==> config.mk <==
export PLATFORM = sky130hd
export DESIGN_NAME = hilo_pipe
export DESIGN_NICKNAME = d
export VERILOG_FILES = /design/src/rtl/hilo_pipe.sv
export SDC_FILE = /design/constraint.sdc
export NUM_CORES = 1
export LEC_CHECK = 0
export BUFFER_PORTS_ARGS = -buffer_cell sky130_fd_sc_hd__buf_4
export CORE_ASPECT_RATIO = 1.75
export CORE_MARGIN = 8
export CORE_UTILIZATION = 40
export DETAILED_ROUTE_END_ITERATION = 8
export PLACE_DENSITY = 0.66
export SYNTH_ARGS = -nofsm -noshare
export SYNTH_HDL_FRONTEND = slang
export SYNTH_SLANG_ARGS = --single-unit
==> constraint.sdc <==
create_clock -name clk -period 1.6 [get_ports clk]
set_input_delay 0.08 -clock clk [delete_from_list [all_inputs] [get_ports clk]]
set_output_delay 0.08 -clock clk [all_outputs]
set_load 0.03 [all_outputs]
==> src/rtl/hilo_pipe.sv <==
// hilo_pipe: EX/MEM and MEM/WB latches for the HI/LO write path, the
// architectural HI/LO register they commit into, and the holding register
// for the multi-cycle MADD/MSUB partial product while EX is stalled.
// The mem_* and wb_* buses feed the forwarding logic in ex, which applies
// mem > wb > arch priority; data bits travel regardless of the enable.
module hilo_pipe #(
  parameter int DATA_W  = 32,
  parameter int STALL_W = 6
) (
  input  logic                  clk,
  input  logic                  rst,
  input  logic [DATA_W-1:0]     ex_hi_i,
  input  logic [DATA_W-1:0]     ex_lo_i,
  input  logic                  ex_whilo_i,
  input  logic [2*DATA_W-1:0]   ex_hilo_temp_i,
  input  logic [1:0]            ex_cnt_i,
  input  logic [STALL_W-1:0]    stall_i,
  input  logic                  flush_i,
  output logic [DATA_W-1:0]     mem_hi_o,
  output logic [DATA_W-1:0]     mem_lo_o,
  output logic                  mem_whilo_o,
  output logic [DATA_W-1:0]     wb_hi_o,
  output logic [DATA_W-1:0]     wb_lo_o,
  output logic                  wb_whilo_o,
  output logic [DATA_W-1:0]     hi_o,
  output logic [DATA_W-1:0]     lo_o,
  output logic [2*DATA_W-1:0]   hilo_temp_o,
  output logic [1:0]            cnt_o
);

  // Stage control decoded from the stall vector: ex_stop/mem_stop/wb_stop
  // are the EX, MEM and WB stall bits.
  logic ex_stop;
  logic mem_stop;
  logic wb_stop;

  assign ex_stop  = stall_i[3];
  assign mem_stop = stall_i[4];
  assign wb_stop  = stall_i[5];

  // EX/MEM latch: a stalled EX with a free MEM sends a bubble forward and
  // parks the partial product so the multi-cycle op can resume next cycle.
  always_ff @(posedge clk) begin
    if (rst) begin
      mem_hi_o    <= '0;
      mem_lo_o    <= '0;
      mem_whilo_o <= 1'b0;
      hilo_temp_o <= '0;
      cnt_o       <= '0;
    end else if (flush_i) begin
      mem_hi_o    <= '0;
      mem_lo_o    <= '0;
      mem_whilo_o <= 1'b0;
      hilo_temp_o <= '0;
      cnt_o       <= '0;
    end else if (ex_stop && !mem_stop) begin
      mem_hi_o    <= '0;
      mem_lo_o    <= '0;
      mem_whilo_o <= 1'b0;
      hilo_temp_o <= ex_hilo_temp_i;
      cnt_o       <= ex_cnt_i;
    end else if (!ex_stop) begin
      mem_hi_o    <= ex_hi_i;
      mem_lo_o    <= ex_lo_i;
      mem_whilo_o <= ex_whilo_i;
      hilo_temp_o <= '0;
      cnt_o       <= '0;
    end
  end

  // MEM/WB latch: same bubble/hold pattern one stage further down.
  always_ff @(posedge clk) begin
    if (rst) begin
      wb_hi_o    <= '0;
      wb_lo_o    <= '0;
      wb_whilo_o <= 1'b0;
    end else if (flush_i || (mem_stop && !wb_stop)) begin
      wb_hi_o    <= '0;
      wb_lo_o    <= '0;
      wb_whilo_o <= 1'b0;
    end else if (!mem_stop) begin
      wb_hi_o    <= mem_hi_o;
      wb_lo_o    <= mem_lo_o;
      wb_whilo_o <= mem_whilo_o;
    end
  end

  // Architectural HI/LO: whatever sits in WB with its enable set commits,
  // independent of stall and flush; a held WB just rewrites the same value.
  always_ff @(posedge clk) begin
    if (rst) begin
      hi_o <= '0;
      lo_o <= '0;
    end else if (wb_whilo_o) begin
      hi_o <= wb_hi_o;
      lo_o <= wb_lo_o;
    end
  end

endmodule

==> results of run 1 <==
==> layout by cell type (no fill, tap or decap) <==
cell type      instances
mux2i_1              130
dfxtp_1              259
dlygate4sd3_1        132
diode_2                2
clkinv_4               1
nand3_1              130
nor2_1               130
a21oi_1              130
clkbuf_16             25
or2_4                  1
nand2b_1             130
clkbuf_1               6
or3b_2                 1
buf_4                404
buf_12                13
bufinv_16              3
dfxtp_4                1
inv_6                  1
clkinv_8               1
clkbuf_8               3
clkinv_2               7
==> layout make-up <==
class,count,area share
Multi-Input combinational cell,652,0.262
Timing Repair Buffer,550,0.309
Sequential cell,260,0.348
Clock inverter,13,0.0106
Tap cell,308,0.0257
Clock buffer,33,0.0451
Antenna cell,2,0.000334
==> layer usage <==
metal	vias to the layer above	wire, um	track usage	share of wire
met5	-	0	0	0
li1	4327	-	-	-
met3	65	2740	0.0727	0.079
met4	0	1560	0.108	0.045
met2	357	17900	0.411	0.52
met1	4183	12400	0.223	0.36
==> per-stage QoR <==
step,util,setup WS [ns],hold slack (ns),total power (W)
after floorplan,-,0.244,0.224,0.00743
after global placement,0.540,0.341,0.308,0.00801
after detailed placement,0.540,0.318,0.316,0.00802
after global routing,0.631,0.0333,0.0606,0.0147
final,0.631,0.0960,0.0398,0.0142
after CTS,0.631,0.0509,0.0237,0.0143
==> worst max-delay path, stage by stage, from the launching register on <==
cell and delay [ns]:
dfxtp_4 0.49, buf_12 0.21, buf_4 0.19
==> worst min path at each step <==
stage	end	slack, ns
finish	wb_hi_o[5]	0.04
global route	wb_lo_o[0]	0.06
CTS	wb_hi_o[5]	0.02
detailed placement	hilo_temp_o[2]	0.32
global placement	hilo_temp_o[6]	0.31
floorplan	cnt_o[0]	0.22
==> timing repair <==
| item | in CTS | in global routing |
|---|---|---|
| endpoints found under the hold margin | 153 | 0 |
| hold buffers | 132 | 0 |
| endpoints found under the setup margin | 0 | 0 |
==> registers in the layout, summed over array words and instances, names as in the netlist <==
register     cells
hi_o            32
mem_whilo_o      1
wb_hi_o         32
wb_whilo_o       1
wb_lo_o         32
lo_o            32
hilo_temp_o     64
cnt_o            2
mem_hi_o        32
mem_lo_o        32
==> power groups by stage <==
stage / Combinational (W) / Clock (W) / Sequential [W]
2_1_floorplan: 0.000490 / 0 / 0.00694
3_5_place_dp: 0.00125 / 0 / 0.00678
3_3_place_gp: 0.00124 / 0 / 0.00677
4_1_cts: 0.00151 / 0.00619 / 0.00663
6_report: 0.00153 / 0.00604 / 0.00663
5_1_grt: 0.00162 / 0.00642 / 0.00664
==> cell families after synthesis <==
group | Yosys count | synth area share
AOI/OAI and AO/OA | 130 | 0.0681
and+or+nand+nor | 392 | 0.206
buffers and inverters | 86 | 0.0445
DFF | 260 | 0.545
muxes | 130 | 0.136
==> impl_metrics.env, run 1 <==
export IMPL_power_frac_seq=0.467
export IMPL_cts_root_buf="clkbuf_16"
export IMPL_crit_path_start="wb_whilo_o"
export IMPL_post_cts_resized=0
export IMPL_grt_pass1_vias=9229
export IMPL_finalInstanceArea_um2=15000
export IMPL_io_buffers=396
export IMPL_leakagePower_nw=6.32
export IMPL_syn_to_final_growth_pct=56.9
export IMPL_clock_skew_final_ns=0.00946
export IMPL_ff_latch_area_um2=5210
export IMPL_synth_top_area_frac=0.545
export IMPL_crit_arrival_ns=1.42
export IMPL_synth_fp_nets=1138
export IMPL_switchingPower_w=0.00338
export IMPL_grt_overflow_total=0
export IMPL_place_hpwl_um=23500
export IMPL_r2r_end="lo_o[16]"
export IMPL_antenna_found_initial=1
export IMPL_start_kind="flop"
export IMPL_final_nets=1629
export IMPL_core_um2=23700
export IMPL_clk_latency_ns=0.53
export IMPL_reg2reg_depth=3
export IMPL_fin_crit_sh=0.940
export IMPL_wl_per_cell_um=19.0
export IMPL_cts_made_buffers=25
export IMPL_ctsLongestPathBuffers=3
export IMPL_reg2reg_slack_ns=0.46
export IMPL_drive_above_1_share=0.306
export IMPL_critPathMaxFanout=17
export IMPL_start_util=0.402
export IMPL_grt_start_max_net_pins=131
export IMPL_instances_no_fill=1818
export IMPL_crit_type="flop to primary output"
export IMPL_place_inst=1638
export IMPL_pin_count=400
export IMPL_synth_area_leaders="dfxtp_1, mux2i_1, nand2b_1"
export IMPL_p_int_w=0.0108
export IMPL_first_pass_iters=5
export IMPL_setup_tns_ns=0
export IMPL_fmax_mhz=665
export IMPL_finalHoldViolCount=0
export IMPL_synthArstFlopShare=0
export IMPL_drcViolationCount=0
export IMPL_r2r_start="wb_whilo_o"
export IMPL_ir_drop_mv=0.999
export IMPL_fillers=1944
export IMPL_synthMostInstantiatedCell="dfxtp_1"
export IMPL_ys_warn_count=0
export IMPL_dieArea_um2=29300
export IMPL_ant_nets=0
export IMPL_worst_hold_startpoint="stall_i[4]"
export IMPL_syn_inst=998
export IMPL_cts_sinks=260
export IMPL_cp_required_ns=1.52
export IMPL_crit_end="wb_whilo_o"
export IMPL_vias=8932
export IMPL_fin_crit_ns=1.50
export IMPL_fp_dieH_um=220
export IMPL_yosysTopAreaCell="dfxtp_1"
export IMPL_viasPerCell=4.91
export IMPL_grt_usage=0.224
export IMPL_finalMaxSlewViolations=0
export IMPL_critPathCaptureType="primary output"
export IMPL_cap_viol_max_count=0
export IMPL_rsz0062_at_grt="no"
export IMPL_yosys_most_used_dff="dfxtp_1"
export IMPL_syn_area_um2=9550
export IMPL_worstHoldPathType="input pin to flop"
export IMPL_grt_first_pass_wirelength_um=52200
export IMPL_powerDensity_nw_per_um2=948
export IMPL_multiInputGateArea_um2=3920
export IMPL_synth_area_per_cell_um2=9.57
export IMPL_share_comb_of_total_power=0.107
export IMPL_place_congestion=0.786
export IMPL_holdPathStages=3
export IMPL_chipWidth_um=133
export IMPL_drt_iter0_drc=434
export IMPL_post_cts_setup_buffer_count=0
export IMPL_synth_edf_count=0
export IMPL_finalSetupViolCount=0
export IMPL_relSlewSlack=0.656
export IMPL_rows=75
export IMPL_synth_seq_area_share=0.545
export IMPL_status="finished, final reports clean"
export IMPL_netlist_cell_type_count=13
export IMPL_cts_max_level=1
export IMPL_routed_wl_um=34500
export IMPL_worstMarginPinSlew_ns=0.516
export IMPL_clkTransAtPathRegs_ns=0.06
export IMPL_tritoncts="yes"
export IMPL_ys_ff_latch=260
export IMPL_clkPwrFrac=0.426
export IMPL_place_area_um2=12800
export IMPL_sw_frac_of_total=0.238
Power figures use the tool's default switching activity.
==> run 2, diff against run 1 <==
- ABC_AREA: default -> 1
- CTS_BUF_LIST: default -> sky130_fd_sc_hd__clkbuf_8 sky130_fd_sc_hd__clkbuf_16
- PLACE_DENSITY: 0.66 -> 0.65
- RECOVER_POWER: default -> 25
==> run 2 against run 1 <==
  * Via count up 11%
  * Critical path depth unchanged
  * Routed wire length up 4.5%
  * Synthesized cell count up 21%
  * Register-to-register slack worse by 0.03 ns
  * Maximum frequency up 2.8%
  * Largest power group unchanged
  * Clock power about the same
  * Utilization down 1.5 points
  * Critical endpoint unchanged
  * Power down 0.75%
  * Sequential cell count unchanged
  * Sequential power about the same
==> impl_metrics.env, run 2 <==
export IMPL_netlist_cell_type_count=18
export IMPL_pre_cts_ws_ns=0.340
export IMPL_synth_fa_ha_area_frac=0
export IMPL_chipWidth_um=134
export IMPL_fp_dieH_um=223
export IMPL_antenna_found_initial=2
export IMPL_viasPerCell=4.92
export IMPL_cts_sinks=260
export IMPL_ctsLongestPathBuffers=3
export IMPL_start_util=0.407
export IMPL_first_pass_iters=5
export IMPL_post_cts_resized=0
export IMPL_critPathMaxFanout=22
export IMPL_fmax_mhz=684
export IMPL_share_comb_of_total_power=0.102
export IMPL_synth_area_leaders="dfxtp_1, nand2_1, a21oi_1"
export IMPL_largest_register="hilo_temp_o"
export IMPL_ff_latch_area_um2=5210
export IMPL_switchingPower_w=0.00329
export IMPL_drcViolationCount=0
export IMPL_pin_count=400
export IMPL_cts_root_buf="clkbuf_16"
export IMPL_finalMaxSlewViolations=0
export IMPL_syn_inst=1212
export IMPL_synth_compound_area_share=0.119
export IMPL_place_congestion=0.803
export IMPL_finish_utilization=0.616
export IMPL_synthMostInstantiatedCell="nand2_1"
export IMPL_fin_crit_ns=1.46
export IMPL_setup_ws_ns=0.137
export IMPL_syn_area_um2=9780
export IMPL_synthXorXnorAreaFrac=0
export IMPL_instances_no_fill=2010
export IMPL_ant_nets=0
export IMPL_holdPathStages=4
export IMPL_vias=9892
export IMPL_reg2reg_depth=3
export IMPL_cap_viol_max_count=0
export IMPL_clkPwrFrac=0.428
export IMPL_multiInputGateArea_um2=3820
export IMPL_p_int_w=0.0108
export IMPL_io_buffers=396
export IMPL_grt_overflow_total=0
export IMPL_critPathCaptureType="primary output"
export IMPL_powerDensity_nw_per_um2=952
export IMPL_worstHoldPathType="input pin to flop"
export IMPL_relSlewSlack=0.163
export IMPL_setup_tns_ns=0
export IMPL_largest_reg_flops=64
export IMPL_yosys_most_used_dff="dfxtp_1"
export IMPL_finalSetupViolCount=0
export IMPL_synth_fp_nets=1352
export IMPL_place_inst=1834
export IMPL_synthArstFlopShare=0
export IMPL_yosys_area_share_simple=0.284
export IMPL_finalHoldViolCount=0
export IMPL_ys_warn_count=0
export IMPL_holdWs_ns=0.0579
export IMPL_fillers=2133
export IMPL_max_stage_delay_ns=0.38
export IMPL_yosysTopAreaCell="dfxtp_1"
export IMPL_clkTransAtPathRegs_ns=0.06
export IMPL_syn_to_final_growth_pct=51.3
export IMPL_clk_latency_ns=0.52
export IMPL_grt_usage=0.233
export IMPL_grt_start_max_net_pins=132
export IMPL_crit_top_cell="buf_4"
export IMPL_power_frac_seq=0.469
export IMPL_status="finished, final reports clean"
export IMPL_core_um2=24000
export IMPL_grt_first_pass_wirelength_um=56200
export IMPL_final_cell_mix="buf_4, nand2_1, dfxtp_1"
export IMPL_leakagePower_nw=6.00
export IMPL_reg2reg_slack_ns=0.43
export IMPL_cp_required_ns=1.52
export IMPL_synth_seq_area_share=0.532
export IMPL_sw_frac_of_total=0.234
export IMPL_cp_slowest_cell="dfxtp_2"
export IMPL_synth_area_per_cell_um2=8.07
export IMPL_worstMarginPinSlew_ns=1.26
export IMPL_wl_per_cell_um=18.0
export IMPL_cts_max_level=1
export IMPL_cp_cell_sequence="buf_4 -> buf_4"
export IMPL_drt_iter0_drc=481
export IMPL_tritoncts="yes"
export IMPL_ir_drop_mv=0.806
export IMPL_dieArea_um2=29900
export IMPL_grt_pass1_vias=10000
export IMPL_synth_top_area_frac=0.532
export IMPL_synth_top_family_by_area="simple AND/OR/NAND/NOR gates"
export IMPL_drive_above_1_share=0.274
export IMPL_rsz0062_at_grt="no"
export IMPL_rows=75
export IMPL_final_common_cell="buf_4"
export IMPL_clock_skew_final_ns=0.00614
export IMPL_synth_commonest_cells="nand2_1, dfxtp_1, a21oi_1"
export IMPL_synth_edf_count=0
export IMPL_fin_crit_sh=0.914
export IMPL_crit_arrival_ns=1.38
export IMPL_ys_ff_latch=260
export IMPL_synthMuxAreaShare=0
export IMPL_final_nets=1826
export IMPL_place_hpwl_um=23600
export IMPL_routed_wl_um=36100
export IMPL_crit_type="flop to primary output"
export IMPL_start_kind="flop"
export IMPL_cts_made_buffers=25
run 2: changes by cell type after synthesis, sizes merged, moves of 64 or more:
cell	delta
mux2i	-130
and2	+65
nand2b	-130
nand2	+390
nor2	-64
a21oi	+65
run 2: layout make-up:
type,instances,area share
Sequential cell,260,0.352
Timing Repair Buffer,546,0.307
Multi-Input combinational cell,849,0.258
Clock buffer,31,0.0478
Tap cell,308,0.0260
Clock inverter,10,0.00811
Inverter,4,0.00118
Antenna cell,2,0.000338
run 2: cells by family (layout without fill, tap and decap cells):
group,Yosys count,in the layout
AO/OA/AOI/OAI,196,196
flip-flops,260,260
other,0,2
AND/OR/NAND/NOR,653,653
buffers and inverters,103,591
run 2: worst paths after layout:
check / startpoint / end
hold reg to reg: lo_o[2] / lo_o[2]
setup reg to reg: mem_hi_o[23] / mem_hi_o[23]
hold / removal: stall_i[3] / mem_lo_o[4]
setup / recovery: wb_whilo_o / wb_whilo_o
run 2: repair_timing:
action / CTS / global route
buffers inserted: 0 / 0
hold endpoints to repair: 144 / 0
hold buffers: 133 / 0
run 2: layer usage:
layer | GRT usage | routed length [um]
met4 | 0.139 | 2140
met3 | 0.0668 | 2980
met1 | 0.255 | 13300
met5 | 0 | 0
met2 | 0.390 | 17700
run 2: power groups by stage:
stage / Sequential [W] / Combinational [W] / Clock [W]
4_1_cts: 0.00661 / 0.00147 / 0.00621
5_1_grt: 0.00662 / 0.00154 / 0.00643
6_report: 0.00661 / 0.00144 / 0.00604
2_1_floorplan: 0.00691 / 0.000515 / 0
3_5_place_dp: 0.00676 / 0.00120 / 0
3_3_place_gp: 0.00676 / 0.00119 / 0
run 2: critical path: cells and delay by family, from the launching register on:
| kind | cells | cell delay (ns) |
|---|---|---|
| buffers and inverters | 2 | 0.48 |
| flip-flops | 1 | 0.38 |
run 2: through the flow:
step	power (W)	instance area, um^2
finish	0.0141	14800
global route	0.0146	14800
CTS	0.0143	15000
detailed placement	0.00796	12800
global placement	0.00794	12800
floorplan	0.00742	9780
